`src/rtl/alu_seq_bank.sv`:
```
// rtl/alu_seq_bank.sv - sequential ALU writing results into a bank of registered output lanes
//
// Purpose: accepts one instruction plus two operands per valid/ready handshake.
// Single-cycle ops retire on the edge after acceptance. MUL is a shift-add
// multiplier that consumes one multiplier bit per cycle and retires W edges
// after acceptance.
//
// Ports:
//   clk, rst_n           clock, asynchronous active-low reset
//   in_valid, in_ready   instruction handshake; in_ready is high only while idle
//   instruction[15:12]   opcode
//   instruction[11:8]    destination lane (low log2(NOUT) bits used)
//   data0, data1         operands A and B
//   out_bus              NOUT lanes of W bits; lane i = out_bus[i*W +: W]
//   done, illegal        one-cycle pulses when an op retires / retires undefined
//   zero_flag, carry_flag, overflow   flags of the last retired defined op
module alu_seq_bank #(
  parameter int W    = 8,
  parameter int NOUT = 4
) (
  input  logic            clk,
  input  logic            rst_n,
  input  logic            in_valid,
  output logic            in_ready,
  input  logic [15:0]     instruction,
  input  logic [W-1:0]    data0,
  input  logic [W-1:0]    data1,
  output logic [W*NOUT-1:0] out_bus,
  output logic            done,
  output logic            zero_flag,
  output logic            carry_flag,
  output logic            overflow,
  output logic            illegal
);

  localparam int LW = $clog2(NOUT);
  localparam int SW = $clog2(W);

  localparam logic [3:0] OP_ADD = 4'd0;
  localparam logic [3:0] OP_SUB = 4'd1;
  localparam logic [3:0] OP_AND = 4'd2;
  localparam logic [3:0] OP_OR  = 4'd3;
  localparam logic [3:0] OP_XOR = 4'd4;
  localparam logic [3:0] OP_SHL = 4'd5;
  localparam logic [3:0] OP_MUL = 4'd6;
  localparam logic [3:0] OP_CMP = 4'd7;

  typedef enum logic [1:0] {
    S_IDLE,
    S_EXEC,
    S_MUL
  } state_t;

  state_t          state;
  logic [3:0]      op_q;
  logic [LW-1:0]   dst_q;
  logic [W-1:0]    a_q;
  logic [W-1:0]    b_q;       // operand B; doubles as the shifting multiplier in MUL
  logic [2*W-1:0]  mcand_q;   // multiplicand, shifted left one place per MUL step
  logic [2*W-1:0]  acc_q;
  logic [SW-1:0]   cnt_q;
  logic [W-1:0]    lanes [NOUT];

  // Reserved instruction bits and the unused upper dst bits are deliberately ignored.
  logic unused_instr;
  assign unused_instr = ^instruction;

  assign in_ready = (state == S_IDLE);

  for (genvar i = 0; i < NOUT; i++) begin : g_lane
    assign out_bus[i*W +: W] = lanes[i];
  end

  // Result and flags of the single-cycle ops, from the captured operands.
  logic [W:0]   sum;
  logic [W:0]   diff;
  logic [W:0]   shl;
  logic [W-1:0] ex_res;
  logic         ex_c;
  logic         ex_v;
  logic         ex_wr;
  logic         ex_legal;

  always_comb begin
    sum      = {1'b0, a_q} + {1'b0, b_q};
    diff     = {1'b0, a_q} - {1'b0, b_q};
    // Bit W of the widened shift is the last bit pushed out of A (0 for amount 0).
    shl      = {1'b0, a_q} << b_q[SW-1:0];
    ex_res   = '0;
    ex_c     = 1'b0;
    ex_v     = 1'b0;
    ex_wr    = 1'b1;
    ex_legal = 1'b1;
    case (op_q)
      OP_ADD: begin
        ex_res = sum[W-1:0];
        ex_c   = sum[W];
        ex_v   = (a_q[W-1] == b_q[W-1]) && (sum[W-1] != a_q[W-1]);
      end
      OP_SUB, OP_CMP: begin
        ex_res = diff[W-1:0];
        ex_c   = diff[W];
        ex_v   = (a_q[W-1] != b_q[W-1]) && (diff[W-1] != a_q[W-1]);
        ex_wr  = (op_q == OP_SUB);
      end
      OP_AND: ex_res = a_q & b_q;
      OP_OR:  ex_res = a_q | b_q;
      OP_XOR: ex_res = a_q ^ b_q;
      OP_SHL: begin
        ex_res = shl[W-1:0];
        ex_c   = shl[W];
      end
      default: begin
        ex_wr    = 1'b0;
        ex_legal = 1'b0;
      end
    endcase
  end

  // One shift-add step: add the multiplicand when the current multiplier bit is set.
  logic [2*W-1:0] acc_nxt;
  assign acc_nxt = acc_q + (b_q[0] ? mcand_q : '0);

  always_ff @(posedge clk or negedge rst_n) begin
    if (!rst_n) begin
      state      <= S_IDLE;
      op_q       <= '0;
      dst_q      <= '0;
      a_q        <= '0;
      b_q        <= '0;
      mcand_q    <= '0;
      acc_q      <= '0;
      cnt_q      <= '0;
      done       <= 1'b0;
      illegal    <= 1'b0;
      zero_flag  <= 1'b0;
      carry_flag <= 1'b0;
      overflow   <= 1'b0;
      for (int i = 0; i < NOUT; i++) lanes[i] <= '0;
    end else begin
      done    <= 1'b0;
      illegal <= 1'b0;
      case (state)
        S_IDLE: begin
          if (in_valid) begin
            op_q    <= instruction[15:12];
            dst_q   <= instruction[8 +: LW];
            a_q     <= data0;
            b_q     <= data1;
            mcand_q <= {{W{1'b0}}, data0};
            acc_q   <= '0;
            cnt_q   <= '0;
            state   <= (instruction[15:12] == OP_MUL) ? S_MUL : S_EXEC;
          end
        end
        S_EXEC: begin
          done <= 1'b1;
          if (ex_legal) begin
            zero_flag  <= (ex_res == '0);
            carry_flag <= ex_c;
            overflow   <= ex_v;
          end else begin
            illegal <= 1'b1;
          end
          if (ex_wr) lanes[dst_q] <= ex_res;
          state <= S_IDLE;
        end
        S_MUL: begin
          acc_q   <= acc_nxt;
          mcand_q <= mcand_q << 1;
          b_q     <= b_q >> 1;
          cnt_q   <= cnt_q + 1'b1;
          if (cnt_q == SW'(W - 1)) begin
            lanes[dst_q] <= acc_nxt[W-1:0];
            zero_flag    <= (acc_nxt[W-1:0] == '0);
            carry_flag   <= 1'b0;
            overflow     <= |acc_nxt[2*W-1:W];
            done         <= 1'b1;
            state        <= S_IDLE;
          end
        end
        default: state <= S_IDLE;
      endcase
    end
  end

endmodule

```
`config.mk`:
```
export PLATFORM = sky130hd
export DESIGN_NAME = alu_seq_bank
export DESIGN_NICKNAME = d
export VERILOG_FILES = /design/src/rtl/alu_seq_bank.sv
export SDC_FILE = /design/constraint.sdc
export NUM_CORES = 1
export LEC_CHECK = 0
export CORE_MARGIN = 2
export CORE_UTILIZATION = 35
export CTS_CLUSTER_SIZE = 12
export DETAILED_ROUTE_END_ITERATION = 6
export HOLD_SLACK_MARGIN = 0.06
export PLACE_DENSITY = 0.53
export SYNTH_ARGS = -nofsm -noshare
export SYNTH_HDL_FRONTEND = slang
export SYNTH_SLANG_ARGS = --single-unit
```
`constraint.sdc`:
```
create_clock -name clk -period 4.55 [get_ports clk]
set_input_delay 0.91 -clock clk [delete_from_list [all_inputs] [get_ports clk]]
set_output_delay 0.91 -clock clk [all_outputs]
set_load 0.1 [all_outputs]
```
==> impl_metrics.py <==
metrics = {
    "place": {
        "dp_cells": 888,
        "dpl.hpwl_um": 11700,
        "portBuffers": 62,
        "dp_slack_ps": 883.5,
        "gp_congestion": 0.8838,
    },
    "clock_tree": {
        "ctsResizeCount": 0,
        "clk_path_buf_depth": 2,
        "clock_latency_ps": 350,
        "cts_tree": "done",
        "clk_pin_slew_ps": 70,
        "root_buffer": "clkbuf_16",
        "post_cts_buffers": 0,
        "postCtsHoldBufs": 0,
        "cts_num_sinks": 96,
        "htreeDepth": 3,
        "cts_buffers": 9,
    },
    "detailed_routing": {
        "first_pass_iters": 5,
        "vias_per_cell": 5.333,
        "vias": 4821,
        "wl_per_cell_um": 17.04,
        "antenna_left": 0,
        "post-route-drc-count": 0,
        "drt_wl_total_um": 15400,
        "drt_iter0_drc": 297,
    },
    "synth": {
        "synth_area_um2": 5931,
        "async_flop_share": 1.000,
        "synth-edff-count": 0,
        "ys_warn_count": 0,
        "synthAdderAreaFrac": 0.1072,
        "synth-xor-area-share": 0.02511,
        "seq_area_frac_synth": 0.4051,
        "synthFlopType": "dfrtp_1",
        "synth-seq-cells": 96,
        "synth_compound_area_frac": 0.2238,
        "synth_area_per_cell_um2": 9.429,
        "synth_simple_gate_area_frac": 0.1382,
        "synth_cells": 629,
        "synth_fp_nets": 713,
        "synth_top_family_by_area": "compound AO/OA/AOI/OAI gates",
        "synth.area.mux_share": 0.06160,
        "synth_cell_type_count": 65,
    },
    "setup_path": {
        "path_class": "reg -> reg",
        "cp_top_family": "simple AND/OR/NAND/NOR gates",
        "rr_endpoint": "overflow",
        "crit_path_max_fanout": 18,
        "cp.buffers_inverters": 1,
        "max_stage_delay_ps": 430,
        "critPathRequiredTime_ps": 4790,
        "rr_startpoint": "b_q[0]",
        "cp.arrival_ps": 3890,
        "r2r.worst_path.cells": 11,
        "endpoint_kind": "flop",
        "start_kind": "flop",
        "slowest_stage": "fa_1",
        "path_cells": "buf_4 > and2_1 > fa_1 > a21o_1 > a221o_2 > a31oi_4 > xnor2_1 > or3b_1 > or3_1 > or4_1 > o31a_1",
        "rrSetupSlack_ps": 900,
    },
    "power_and_ir_drop": {
        "power.density_nw_per_um2": 662.3,
        "p_total_mw": 4.704,
        "peakVddDrop_uv": 630.1,
        "power.leakage_nw": 3.144,
    },
    "grt": {
        "grt-ovfl-total": 0,
        "grt_use_total": 0.1771,
        "grt_max_degree": 42,
        "antenna_found_initial": 0,
        "grt_pass1_vias": 4793,
        "grt_pass1_wl_um": 25230,
    },
    "run_status": {
        "status": "complete, no violations",
    },
    "timing": {
        "setup_violations": 0,
        "slew_viol_final": 0,
        "min_period_over_period": 0.8025,
        "rsz0062_at_grt": "no",
        "setup_ws_ps": 898.8,
        "fmax_ghz": 0.2739,
        "setup_tns_ps": 0,
        "tightestPinTransition_ps": 983.9,
        "timing.final.hold_violations": 0,
        "relSlewSlack": 0.3420,
        "skew_ps": 6.503,
        "min_period_ps": 3651,
    },
    "floorplan": {
        "die_x_um": 134.2,
        "core-area_um2": 16580,
        "die_h_um": 134.2,
        "start_util": 0.3576,
        "rows": 47,
        "io_pins": 73,
        "dieArea_um2": 18000,
    },
    "finish": {
        "nFillCells": 1643,
        "layout.nets": 763,
        "area_growth_pct": 19.77,
        "antenna_cells": 0,
        "drive_gt1_frac": 0.07018,
        "instances_no_fill": 904,
    },
    "job": {
        "maxCapViolations": 0,
    },
    "worst_hold_path": {
        "whs_path_depth": 2,
        "hold_class": "reg -> reg",
        "worstHoldEndpoint": "out_bus[24]",
        "hp-start": "out_bus[24]",
    },
}
==> sequential cells by signal, indices dropped and copies added, names as in the netlist <==
name        cells
a_q             8
acc_q          16
b_q             8
carry_flag      1
cnt_q           3
done            1
dst_q           2
illegal         1
mcand_q        16
op_q            4
out_bus        32
overflow        1
state           2
zero_flag       1
==> cells by family after synthesis <==
| logic type | count (synthesis) |
|---|---|
| DFF | 96 |
| buffers and inverters | 61 |
| adders and majority gates | 49 |
| muxes | 33 |
| and+or+nand+nor | 173 |
| AOI/OAI and AO/OA | 200 |
| xor gates and xnor gates | 17 |
==> per-stage QoR <==
stage          hold slack (ps)  cell area [µm²]  utilization
6_report                 480.3             7103       0.4283
5_1_grt                  516.2             7103       0.4283
4_1_cts                  485.5             7103       0.4283
3_5_place_dp             469.0             6783       0.4090
3_3_place_gp             464.9             6783       0.4090
2_1_floorplan            456.3             5931            -
==> Yosys cell counts, types with 2 or more instances <==
| cell | instances | area [µm²] |
|---|---|---|
| nor4bb_1 | 2 | 20.02 |
| xnor2_1 | 14 | 122.6 |
| o22ai_1 | 4 | 25.02 |
| buf_1 | 5 | 18.77 |
| nor2_1 | 28 | 105.1 |
| o21a_1 | 2 | 15.01 |
| o211ai_1 | 2 | 15.01 |
| a221oi_1 | 10 | 87.58 |
| buf_2 | 2 | 10.01 |
| fa_1 | 3 | 60.06 |
| mux4_2 | 2 | 45.04 |
| or2_2 | 2 | 12.51 |
| or4_1 | 3 | 22.52 |
| or3_1 | 4 | 25.02 |
| nand2_1 | 83 | 311.6 |
| a32oi_1 | 2 | 17.52 |
| a21o_1 | 9 | 67.56 |
| dfrtp_1 | 96 | 2402 |
| nand3_1 | 10 | 50.05 |
| nand2b_1 | 4 | 25.02 |
| a31oi_1 | 4 | 25.02 |
| mux2i_1 | 23 | 230.2 |
| and3_1 | 2 | 12.51 |
| a211oi_1 | 4 | 30.03 |
| a22o_1 | 23 | 201.4 |
| nor2b_1 | 3 | 18.77 |
| nand4bb_1 | 2 | 22.52 |
| inv_1 | 28 | 105.1 |
| clkbuf_1 | 25 | 93.84 |
| o31ai_1 | 6 | 45.04 |
| nor4_1 | 2 | 12.51 |
| nor3_1 | 4 | 20.02 |
| and2_1 | 17 | 106.4 |
| a22oi_1 | 2 | 15.01 |
| o21bai_1 | 13 | 97.59 |
| o21ai_0 | 75 | 375.4 |
| ha_1 | 46 | 575.6 |
| xor2_1 | 3 | 26.28 |
| a21oi_1 | 27 | 135.1 |
| mux2_2 | 8 | 90.09 |
==> layer usage <==
layer,track usage,vias up,share of wire
met4,0.05848,0,0.021
met3,0.02797,19,0.052
met5,0,-,0
li1,-,2356,-
met2,0.2718,142,0.43
met1,0.2556,2304,0.50
==> where the power goes <==
group	internal, mW	total [mW]	switching [mW]	leakage [nW]
Sequential	1.07	1.29	0.221	1.25
Combinational	0.724	2.60	1.88	1.73
Clock	0.445	0.811	0.366	0.158
==> placed cells by master, fill, tap and decap left out, drive strengths merged, types with 13 or more instances in the layout <==
| master | instances |
|---|---|
| inv | 34 |
| clkdlybuf4s50 | 61 |
| a22o | 24 |
| dfrtp | 96 |
| mux2i | 23 |
| nor2 | 28 |
| a21oi | 27 |
| and2 | 17 |
| nand2 | 83 |
| xnor2 | 14 |
| ha | 46 |
| o21ai | 75 |
| o21bai | 13 |
==> cell type report <==
class / count / area (µm²) / area share
inverters: 29 / 108.9 / 0.01532
multi-input cells: 472 / 3311 / 0.4661
flip-flops and latches: 96 / 2402 / 0.3382
clock inverters: 7 / 95.09 / 0.01339
well taps: 220 / 275.3 / 0.03875
clock buffers: 9 / 225.2 / 0.03171
repair buffers: 71 / 685.7 / 0.09653
==> how the worst max path moves through the flow <==
stage | from | endpoint | slack (ps) | cells after the start
after CTS | b_q[0] | overflow | 870 | 11
after detailed placement | b_q[0] | overflow | 880 | 11
after global placement | b_q[0] | overflow | 940 | 11
final | b_q[0] | overflow | 900 | 11
after global routing | b_q[0] | overflow | 760 | 12
after floorplan | b_q[0] | overflow | 860 | 14
==> worst reg2reg max path: stages, from the launching register on <==
cell and delay [ps]:
dfrtp_1 400, buf_4 210, and2_1 210, fa_1 430, a21o_1 200, a221o_2 410
a31oi_4 220, xnor2_1 100, or3b_1 370, or3_1 330, or4_1 420, o31a_1 240
Note: power is estimated with default switching activity, not from simulation.
